## config.mk

```make
export PLATFORM = sky130hd
export DESIGN_NAME = trap_sequencer
export DESIGN_NICKNAME = d
export VERILOG_FILES = /design/src/rtl/trap_sequencer_pkg.sv /design/src/rtl/trap_csr_regs.sv /design/src/rtl/trap_sequencer.sv
export SDC_FILE = /design/constraint.sdc
export NUM_CORES = 1
export LEC_CHECK = 0
export ABC_AREA = 1
export CORE_MARGIN = 5
export CORE_UTILIZATION = 44
export DETAILED_ROUTE_END_ITERATION = 10
export DONT_BUFFER_PORTS = 1
export PLACE_DENSITY_LB_ADDON = 0.3
export REMOVE_ABC_BUFFERS = 1
export SYNTH_ARGS = -nofsm -noshare
export SYNTH_HDL_FRONTEND = slang
export SYNTH_HIERARCHICAL = 1
export SYNTH_SLANG_ARGS = --single-unit
```

## constraint.sdc

```tcl
create_clock -name clk -period 4.2 [get_ports clk]
set_input_delay 0.84 -clock clk [delete_from_list [all_inputs] [get_ports clk]]
set_output_delay 0.84 -clock clk [all_outputs]
set_load 0.02 [all_outputs]
```

## src/rtl/trap_sequencer_pkg.sv

```systemverilog
// Shared types and constants for the machine-mode trap controller.
package trap_sequencer_pkg;

   typedef enum logic [1:0] {
      S_RUN,
      S_SAVE,
      S_JUMP,
      S_WFI_WAIT
   } trap_state_t;

   localparam logic [11:0] CSR_MSTATUS = 12'h300;
   localparam logic [11:0] CSR_MIE     = 12'h304;
   localparam logic [11:0] CSR_MTVEC   = 12'h305;
   localparam logic [11:0] CSR_MEPC    = 12'h341;
   localparam logic [11:0] CSR_MCAUSE  = 12'h342;
   localparam logic [11:0] CSR_MIP     = 12'h344;

   localparam logic [31:0] CAUSE_ILLEGAL    = 32'd2;
   localparam logic [31:0] CAUSE_BREAKPOINT = 32'd3;
   localparam logic [31:0] CAUSE_ECALL      = 32'd11;
   localparam logic [31:0] CAUSE_MTI        = 32'h8000_0007;
   localparam logic [31:0] CAUSE_MEI        = 32'h8000_000B;

   localparam int unsigned MSTATUS_MIE_BIT  = 3;
   localparam int unsigned MSTATUS_MPIE_BIT = 7;
   localparam int unsigned MIE_MTIE_BIT     = 7;
   localparam int unsigned MIE_MEIE_BIT     = 11;
   localparam int unsigned MIP_MTIP_BIT     = 7;
   localparam int unsigned MIP_MEIP_BIT     = 11;

endpackage

```

## src/rtl/trap_csr_regs.sv

```systemverilog
// Trap CSR storage: mstatus.MIE/MPIE, mie, mtvec, mepc, mcause, plus read mux.
module trap_csr_regs
   import trap_sequencer_pkg::*;
#(
   parameter int unsigned        XLEN        = 32,
   parameter logic [XLEN-1:0]    MTVEC_RESET = 32'h0000_0100
) (
   input  logic             clk_i,
   input  logic             rst_i,
   input  logic             we_i,
   input  logic [11:0]      addr_i,
   input  logic [XLEN-1:0]  wdata_i,
   input  logic             save_i,
   input  logic [XLEN-1:0]  save_pc_i,
   input  logic [XLEN-1:0]  save_cause_i,
   input  logic             mret_i,
   input  logic             irq_timer_i,
   input  logic             irq_ext_i,
   output logic [XLEN-1:0]  rdata_o,
   output logic             mie_o,
   output logic             meie_o,
   output logic             mtie_o,
   output logic [XLEN-1:0]  mtvec_o,
   output logic [XLEN-1:0]  mepc_o
);

   logic            mie_q;
   logic            mpie_q;
   logic            meie_q;
   logic            mtie_q;
   logic [XLEN-1:0] mtvec_q;
   logic [XLEN-1:0] mepc_q;
   logic [XLEN-1:0] mcause_q;

   // Trap save and mret never coincide with a CSR write; ordering only documents intent.
   always_ff @(posedge clk_i or posedge rst_i) begin
      if (rst_i) begin
         mie_q    <= 1'b0;
         mpie_q   <= 1'b0;
         meie_q   <= 1'b0;
         mtie_q   <= 1'b0;
         mtvec_q  <= MTVEC_RESET;
         mepc_q   <= '0;
         mcause_q <= '0;
      end else if (save_i) begin
         mepc_q   <= save_pc_i;
         mcause_q <= save_cause_i;
         mpie_q   <= mie_q;
         mie_q    <= 1'b0;
      end else if (mret_i) begin
         mie_q    <= mpie_q;
         mpie_q   <= 1'b1;
      end else if (we_i) begin
         case (addr_i)
            CSR_MSTATUS: begin
               mie_q  <= wdata_i[MSTATUS_MIE_BIT];
               mpie_q <= wdata_i[MSTATUS_MPIE_BIT];
            end
            CSR_MIE: begin
               meie_q <= wdata_i[MIE_MEIE_BIT];
               mtie_q <= wdata_i[MIE_MTIE_BIT];
            end
            CSR_MTVEC:  mtvec_q  <= {wdata_i[XLEN-1:2], 2'b00};
            CSR_MEPC:   mepc_q   <= {wdata_i[XLEN-1:2], 2'b00};
            CSR_MCAUSE: mcause_q <= wdata_i;
            default: ;
         endcase
      end
   end

   always_comb begin
      rdata_o = '0;
      case (addr_i)
         CSR_MSTATUS: begin
            rdata_o[MSTATUS_MIE_BIT]  = mie_q;
            rdata_o[MSTATUS_MPIE_BIT] = mpie_q;
         end
         CSR_MIE: begin
            rdata_o[MIE_MEIE_BIT] = meie_q;
            rdata_o[MIE_MTIE_BIT] = mtie_q;
         end
         CSR_MTVEC:  rdata_o = mtvec_q;
         CSR_MEPC:   rdata_o = mepc_q;
         CSR_MCAUSE: rdata_o = mcause_q;
         CSR_MIP: begin
            rdata_o[MIP_MEIP_BIT] = irq_ext_i;
            rdata_o[MIP_MTIP_BIT] = irq_timer_i;
         end
         default: ;
      endcase
   end

   assign mie_o   = mie_q;
   assign meie_o  = meie_q;
   assign mtie_o  = mtie_q;
   assign mtvec_o = mtvec_q;
   assign mepc_o  = mepc_q;

endmodule

```

## src/rtl/trap_sequencer.sv

```systemverilog
// Machine-mode trap sequencer: event priority, trap entry/mret/wfi FSM,
// pipeline stall/flush and fetch redirect.
module trap_sequencer
   import trap_sequencer_pkg::*;
#(
   parameter int unsigned        XLEN        = 32,
   parameter logic [XLEN-1:0]    MTVEC_RESET = 32'h0000_0100
) (
   input  logic             clk,
   input  logic             rst,
   input  logic             instr_valid,
   input  logic [XLEN-1:0]  pc,
   input  logic             exc_request,
   input  logic [XLEN-1:0]  exc_cause,
   input  logic             exc_ret,
   input  logic             wfi,
   input  logic             irq_timer,
   input  logic             irq_ext,
   input  logic             csr_we,
   input  logic [11:0]      csr_addr,
   input  logic [XLEN-1:0]  csr_wdata,
   output logic [XLEN-1:0]  csr_rdata,
   output logic             stall,
   output logic             flush,
   output logic             redirect_valid,
   output logic [XLEN-1:0]  redirect_pc
);

   trap_state_t     state_q;
   logic [XLEN-1:0] trap_pc_q;
   logic [XLEN-1:0] trap_cause_q;
   logic            redirect_valid_q;
   logic [XLEN-1:0] redirect_pc_q;
   logic            mret_jump_q;

   logic            status_mie;
   logic            meie;
   logic            mtie;
   logic [XLEN-1:0] mtvec;
   logic [XLEN-1:0] mepc;

   logic            int_p;
   logic [XLEN-1:0] int_cause;
   logic            in_run;
   logic            take_exc;
   logic            take_int;
   logic            take_mret;
   logic            take_wfi;
   logic            take_csr;

   always_comb begin
      int_p     = (irq_ext & meie) | (irq_timer & mtie);
      int_cause = (irq_ext & meie) ? CAUSE_MEI : CAUSE_MTI;
      in_run    = (state_q == S_RUN) && instr_valid;
      take_exc  = in_run && exc_request;
      take_int  = in_run && !exc_request && status_mie && int_p;
      take_mret = in_run && !exc_request && !(status_mie && int_p) && exc_ret;
      take_wfi  = in_run && !exc_request && !(status_mie && int_p) && !exc_ret && wfi;
      take_csr  = in_run && !exc_request && !(status_mie && int_p) && !exc_ret && !wfi
                  && csr_we;
      stall     = take_exc || take_int || (state_q == S_SAVE) || (state_q == S_WFI_WAIT);
      flush     = take_exc || take_int || take_mret;
   end

   always_ff @(posedge clk or posedge rst) begin
      if (rst) begin
         state_q          <= S_RUN;
         trap_pc_q        <= '0;
         trap_cause_q     <= '0;
         redirect_valid_q <= 1'b0;
         redirect_pc_q    <= '0;
         mret_jump_q      <= 1'b0;
      end else begin
         case (state_q)
            S_RUN: begin
               if (take_exc || take_int) begin
                  trap_pc_q    <= pc;
                  trap_cause_q <= take_exc ? exc_cause : int_cause;
                  state_q      <= S_SAVE;
               end else if (take_mret) begin
                  state_q          <= S_JUMP;
                  redirect_valid_q <= 1'b1;
                  redirect_pc_q    <= mepc;
                  mret_jump_q      <= 1'b1;
               end else if (take_wfi) begin
                  // An interrupt that ends the wait returns to the instruction after wfi.
                  trap_pc_q <= pc + XLEN'(4);
                  state_q   <= S_WFI_WAIT;
               end
            end
            S_SAVE: begin
               state_q          <= S_JUMP;
               redirect_valid_q <= 1'b1;
               redirect_pc_q    <= {mtvec[XLEN-1:2], 2'b00};
               mret_jump_q      <= 1'b0;
            end
            S_JUMP: begin
               state_q          <= S_RUN;
               redirect_valid_q <= 1'b0;
               redirect_pc_q    <= '0;
               mret_jump_q      <= 1'b0;
            end
            S_WFI_WAIT: begin
               if (int_p) begin
                  if (status_mie) begin
                     trap_cause_q <= int_cause;
                     state_q      <= S_SAVE;
                  end else begin
                     state_q <= S_RUN;
                  end
               end
            end
            default: state_q <= S_RUN;
         endcase
      end
   end

   assign redirect_valid = redirect_valid_q;
   assign redirect_pc    = redirect_pc_q;

   trap_csr_regs #(
      .XLEN        (XLEN),
      .MTVEC_RESET (MTVEC_RESET)
   ) u_csr (
      .clk_i        (clk),
      .rst_i        (rst),
      .we_i         (take_csr),
      .addr_i       (csr_addr),
      .wdata_i      (csr_wdata),
      .save_i       (state_q == S_SAVE),
      .save_pc_i    (trap_pc_q),
      .save_cause_i (trap_cause_q),
      .mret_i       ((state_q == S_JUMP) && mret_jump_q),
      .irq_timer_i  (irq_timer),
      .irq_ext_i    (irq_ext),
      .rdata_o      (csr_rdata),
      .mie_o        (status_mie),
      .meie_o       (meie),
      .mtie_o       (mtie),
      .mtvec_o      (mtvec),
      .mepc_o       (mepc)
   );

endmodule

```

==> results of run 1 <==
==> worst max-delay path by stage <==
stage	start	to	slack (ps)
after floorplan	state_q[1]	u_csr/mepc_o[0]	-1410
after global placement	csr_addr[11]	csr_rdata[8]	1000
after detailed placement	csr_addr[11]	csr_rdata[8]	970
after CTS	state_q[0]	flush	860
after global routing	state_q[0]	stall	740
final	state_q[0]	flush	930
==> critical path, delay by kind of cell, from the launching register on <==
kind	cells	cell delay, ps
buffers and inverters	3	620
and+or+nand+nor	4	650
adders and majority gates	1	280
DFF	1	440
==> layout by cell type (no fill, tap or decap), types with 2 or more instances in the layout <==
cell type / n
clkinv_8: 2
nor3_1: 3
clkbuf_16: 17
o21ai_0: 51
clkinv_4: 3
or2_1: 2
nor2_4: 4
nand2_4: 3
dfrtp_1: 197
nand3_2: 3
inv_2: 7
buf_4: 17
nand2_1: 746
inv_6: 5
a21oi_1: 3
nor2_1: 46
nand3_1: 247
inv_8: 3
inv_4: 2
nand4_1: 9
o21ai_2: 3
ha_1: 5
or2_2: 2
inv_1: 97
nor2_2: 6
xor2_1: 7
nand2_2: 20
o21ai_1: 2
==> sequential cells by signal, summed over array words and instances (netlist names), 2 cells and up <==
| name | cells |
|---|---|
| redirect_pc | 32 |
| trap_cause_q | 32 |
| trap_pc_q | 32 |
| u_csr/mcause_q | 32 |
| u_csr/mepc_o | 32 |
| u_csr/mtvec_o | 30 |
| state_q | 2 |
==> stage by stage <==
stage / std cells / worst slack (ps) / cell area (µm²)
floorplan: 1474 / -1410 / 10400
global placement: 1816 / 1000 / 11000
detailed placement: 1816 / 975 / 11000
CTS: 1848 / 863 / 11600
global route: 1848 / 736 / 11600
finish: 1848 / 926 / 11600
==> per-layer routing <==
metal  up-vias  global-route usage [%]
met1      4589                    32.2
met5         -                       0
met4         0                    6.28
met2       334                    38.9
met3        33                    5.32
li1       4777                       -
==> final cells by class <==
class | instances | share of cell area (%)
clock buffer | 18 | 3.78
inverter | 107 | 3.51
tap | 324 | 3.49
timing repair buffer | 18 | 1.27
sequential | 198 | 42.7
clock inverter | 14 | 1.32
multi-input combinational | 1169 | 43.9
==> power breakdown <==
group          switching [mW]  leakage (nW)  internal [mW]
registers               0.593          2.55           2.59
logic                    1.92          3.51          0.787
clock network           0.826         0.291          0.819
==> reports/metrics.yaml, run 1 <==
placement:
  dp_hpwl_um: 22600
  portBuffers: 0
  routabilityCongestion: 0.921
critical_path:
  r2r_cells: 15
  required_ps: 3360
  rr_endpoint: "u_csr/mcause_q[13]"
  timing.rr.start: "state_q[1]"
  cp_slowest_cell: "inv_2"
  critPathKind: "reg -> out"
  path_max_fanout: 29
  r2r_setup_slack_ps: 1090
  end_kind: "output port"
  cp.arrival_ps: 2430
  startpoint_type: "flip-flop"
  max_stage_delay_ps: 460
  critical_path.cell_chain: "inv_1, ha_1, nand2_2, inv_2, nand2_1, nand2_4, inv_2, nand2_1"
timing:
  setup_tns_ps: 0
  setup_viol: 0
  max_freq_mhz: 305
  finalHoldViolations: 0
  slew_viol_final: 0
  fin_crit_ps: 3270
  whs_ps: 389
  clock_skew_ps: 16.4
  period_share_pct: 78.0
  slew_headroom_pct: 37.5
  tightest_slew_ps: 938
  rsz0062_at_grt: "no"
cts:
  hold_buffers: 0
  numClockSinks: 198
  h-tree-depth: 4
  cts_root_buf: "clkbuf_16"
  cts_buffers: 17
  insertion_delay_ps: 440
  clock_path_buffers: 2
  post_cts_buffers: 0
  cts_tree: "built"
  cts.reportedPaths.clkPinSlew_ps: 80
  post_cts_resize_count: 0
cells_and_area:
  drive_above_1_share_pct: 6.96
  fin_util_pct: 47.6
  insertedDiodeCount: 0
  fillers: 2544
  nNetsFinal: 1634
  multi_input_area_um2: 5100
  syn2layout_area_growth_pct: 5.88
  seqCellArea_um2: 4960
global_route:
  grt.total_usage_pct: 23.8
  gr-total-overflow: 0
  grt_start_max_net_pins: 73
  antenna_found_initial: 0
  grt_pass1_vias: 9416
  grt_first_pass_wirelength_um: 53200
floorplan:
  die_width_um: 168
  core-area_um2: 24400
  initial_core_util_pct: 44.9
  row_count: 57
  dieArea_um2: 28200
  io_pins: 184
  dieHeight_um: 168
status:
  status: "completed"
route:
  route.detailed.drc: 0
  vias: 9733
  drtPass1Iterations: 5
  wl_met3_um: 2460
  wl_met1_um: 14700
  wl_met2_um: 16100
  top_layer: "met4"
  drt_iter0_markers: 1013
  drt_wl_total_um: 33800
  vias_per_cell: 5.27
  ant_nets: 0
  wl_per_cell_um: 18.3
yosys:
  syn_area_um2: 11000
  ys.warnings.count: 6
  postSynthAreaPerCell_um2: 7.05
  synthCells: 1554
flow_run:
  maxCapViolCount: 0
power_and_ir_drop:
  power_mw: 7.53
  power.density_nw_per_um2: 649
  p_leak_nw: 6.35
  ir_drop_mv: 0.283
hold_path:
  hp-class: "in -> async"
No activity file was read; power rests on OpenSTA's default activity.
==> run 2, diff against run 1 <==
- clock period: 4.2 -> 2.7 ns (I/O delays scaled with it)
==> reports/metrics.yaml, run 2 (synthesized netlist as in run 1, its figures left out) <==
timing:
  slew_viol_final: 0
  setup_viol: 0
  fin_crit_ps: 2510
  rsz0062_at_grt: "no"
  max_freq_mhz: 398
  tightest_slew_ps: 832
  clock_skew_ps: 12.6
  period_share_pct: 93.0
  slew_headroom_pct: 44.0
  finalHoldViolations: 0
  setup_tns_ps: 0
critical_path:
  critPathKind: "reg -> out"
  end_kind: "output port"
  rr_endpoint: "u_csr/mcause_q[13]"
  required_ps: 2160
  r2r_setup_slack_ps: 310
  r2r_cells: 15
  timing.rr.start: "state_q[1]"
  worst-path-buf-inv: 3
  crit_top_cell: "inv_2"
  max_stage_delay_ps: 410
  cp.arrival_ps: 1970
  path_max_fanout: 13
  critical_path.cell_chain: "inv_1, ha_2, nand2_2, inv_2, nand3_2, nand2_4, inv_2, nand2_1"
  crit_family: "simple AND/OR/NAND/NOR gates"
  startpoint_type: "flip-flop"
  cp_slowest_cell: "dfrtp_1"
global_route:
  grt_first_pass_wirelength_um: 53000
  gr-total-overflow: 0
  antenna_found_initial: 0
  grt_start_max_net_pins: 64
  grt_pass1_vias: 9433
  grt.total_usage_pct: 23.5
cells_and_area:
  fillers: 2501
  drive_above_1_share_pct: 8.35
  instances_no_fill: 1869
  nNetsFinal: 1655
  final_common_cell: "nand2_1"
  final_cell_mix: "nand2_1, nand3_1, dfrtp_1"
  stdcell_area_um2: 11900
  insertedDiodeCount: 0
  syn2layout_area_growth_pct: 8.16
cts:
  numClockSinks: 198
  cts_root_buf: "clkbuf_16"
  cts_tree: "built"
  hold_buffers: 0
  insertion_delay_ps: 440
  clock_path_buffers: 2
  cts.reportedPaths.clkPinSlew_ps: 80
  cts_buffers: 17
  h-tree-depth: 4
floorplan:
  row_count: 57
  core-area_um2: 24400
  dieArea_um2: 28200
  die_width_um: 168
  initial_core_util_pct: 44.9
  dieHeight_um: 168
  io_pins: 184
placement:
  routabilityCongestion: 0.892
  placed_area_um2: 11200
  dp_hpwl_um: 24200
  placed_cells: 1837
  portBuffers: 0
route:
  drtPass1Iterations: 7
  vias_per_cell: 5.26
  ant_nets: 0
  wl_per_cell_um: 17.7
  drt_iter0_markers: 747
  vias: 9824
  drt_wl_total_um: 33100
  route.detailed.drc: 0
power_and_ir_drop:
  ir_drop_mv: 0.467
  power.density_nw_per_um2: 1010
  power_mw: 11.9
  p_leak_nw: 6.48
hold_path:
  hp-class: "in -> async"
status:
  status: "completed"
flow_run:
  maxCapViolCount: 0
## run 2: final cells by class
class | instances | area, µm² | share of cell area, %
tap | 324 | 405 | 3.42
clock buffer | 17 | 425 | 3.59
inverter | 107 | 408 | 3.44
timing repair buffer | 39 | 380 | 3.21
clock inverter | 15 | 179 | 1.51
multi-input combinational | 1169 | 5100 | 43.0
sequential | 198 | 4960 | 41.8
## run 2: worst max path at each step
stage / startpoint / endpoint / cells past startpoint
6_report: state_q[1] / flush / 8
5_1_grt: state_q[1] / u_csr/mcause_q[13] / 15
4_1_cts: state_q[1] / stall / 8
3_5_place_dp: state_q[1] / u_csr/mcause_q[1] / 15
3_3_place_gp: csr_addr[3] / csr_rdata[1] / 5
2_1_floorplan: state_q[1] / u_csr/mepc_o[0] / 5
## run 2: metal layers
metal,GRT usage [%],part of all wire (%)
met2,37.2,47
met1,32.2,43
met5,0,0
met3,5.37,7.4
met4,7.27,2.5
## run 2: through the flow
stage,hold slack (ps),setup WS [ps],utilization [%]
3_3_place_gp,457,330,46.1
3_5_place_dp,464,297,46.1
2_1_floorplan,442,-2910,-
5_1_grt,61.0,44.9,48.6
6_report,18.6,189,48.6
4_1_cts,31.8,109,48.6
## run 2: timing repair
item | 4_1_cts | 5_1_grt
setup endpoints to repair | 0 | 2
resized for setup | 0 | 2
setup buffers | 0 | 0
## run 2: where the power goes
group | total, mW | switching [mW] | internal, mW
Sequential | 4.97 | 0.944 | 4.03
Combinational | 4.34 | 2.98 | 1.36
Clock | 2.63 | 1.29 | 1.34
Total | 11.9 | 5.21 | 6.73
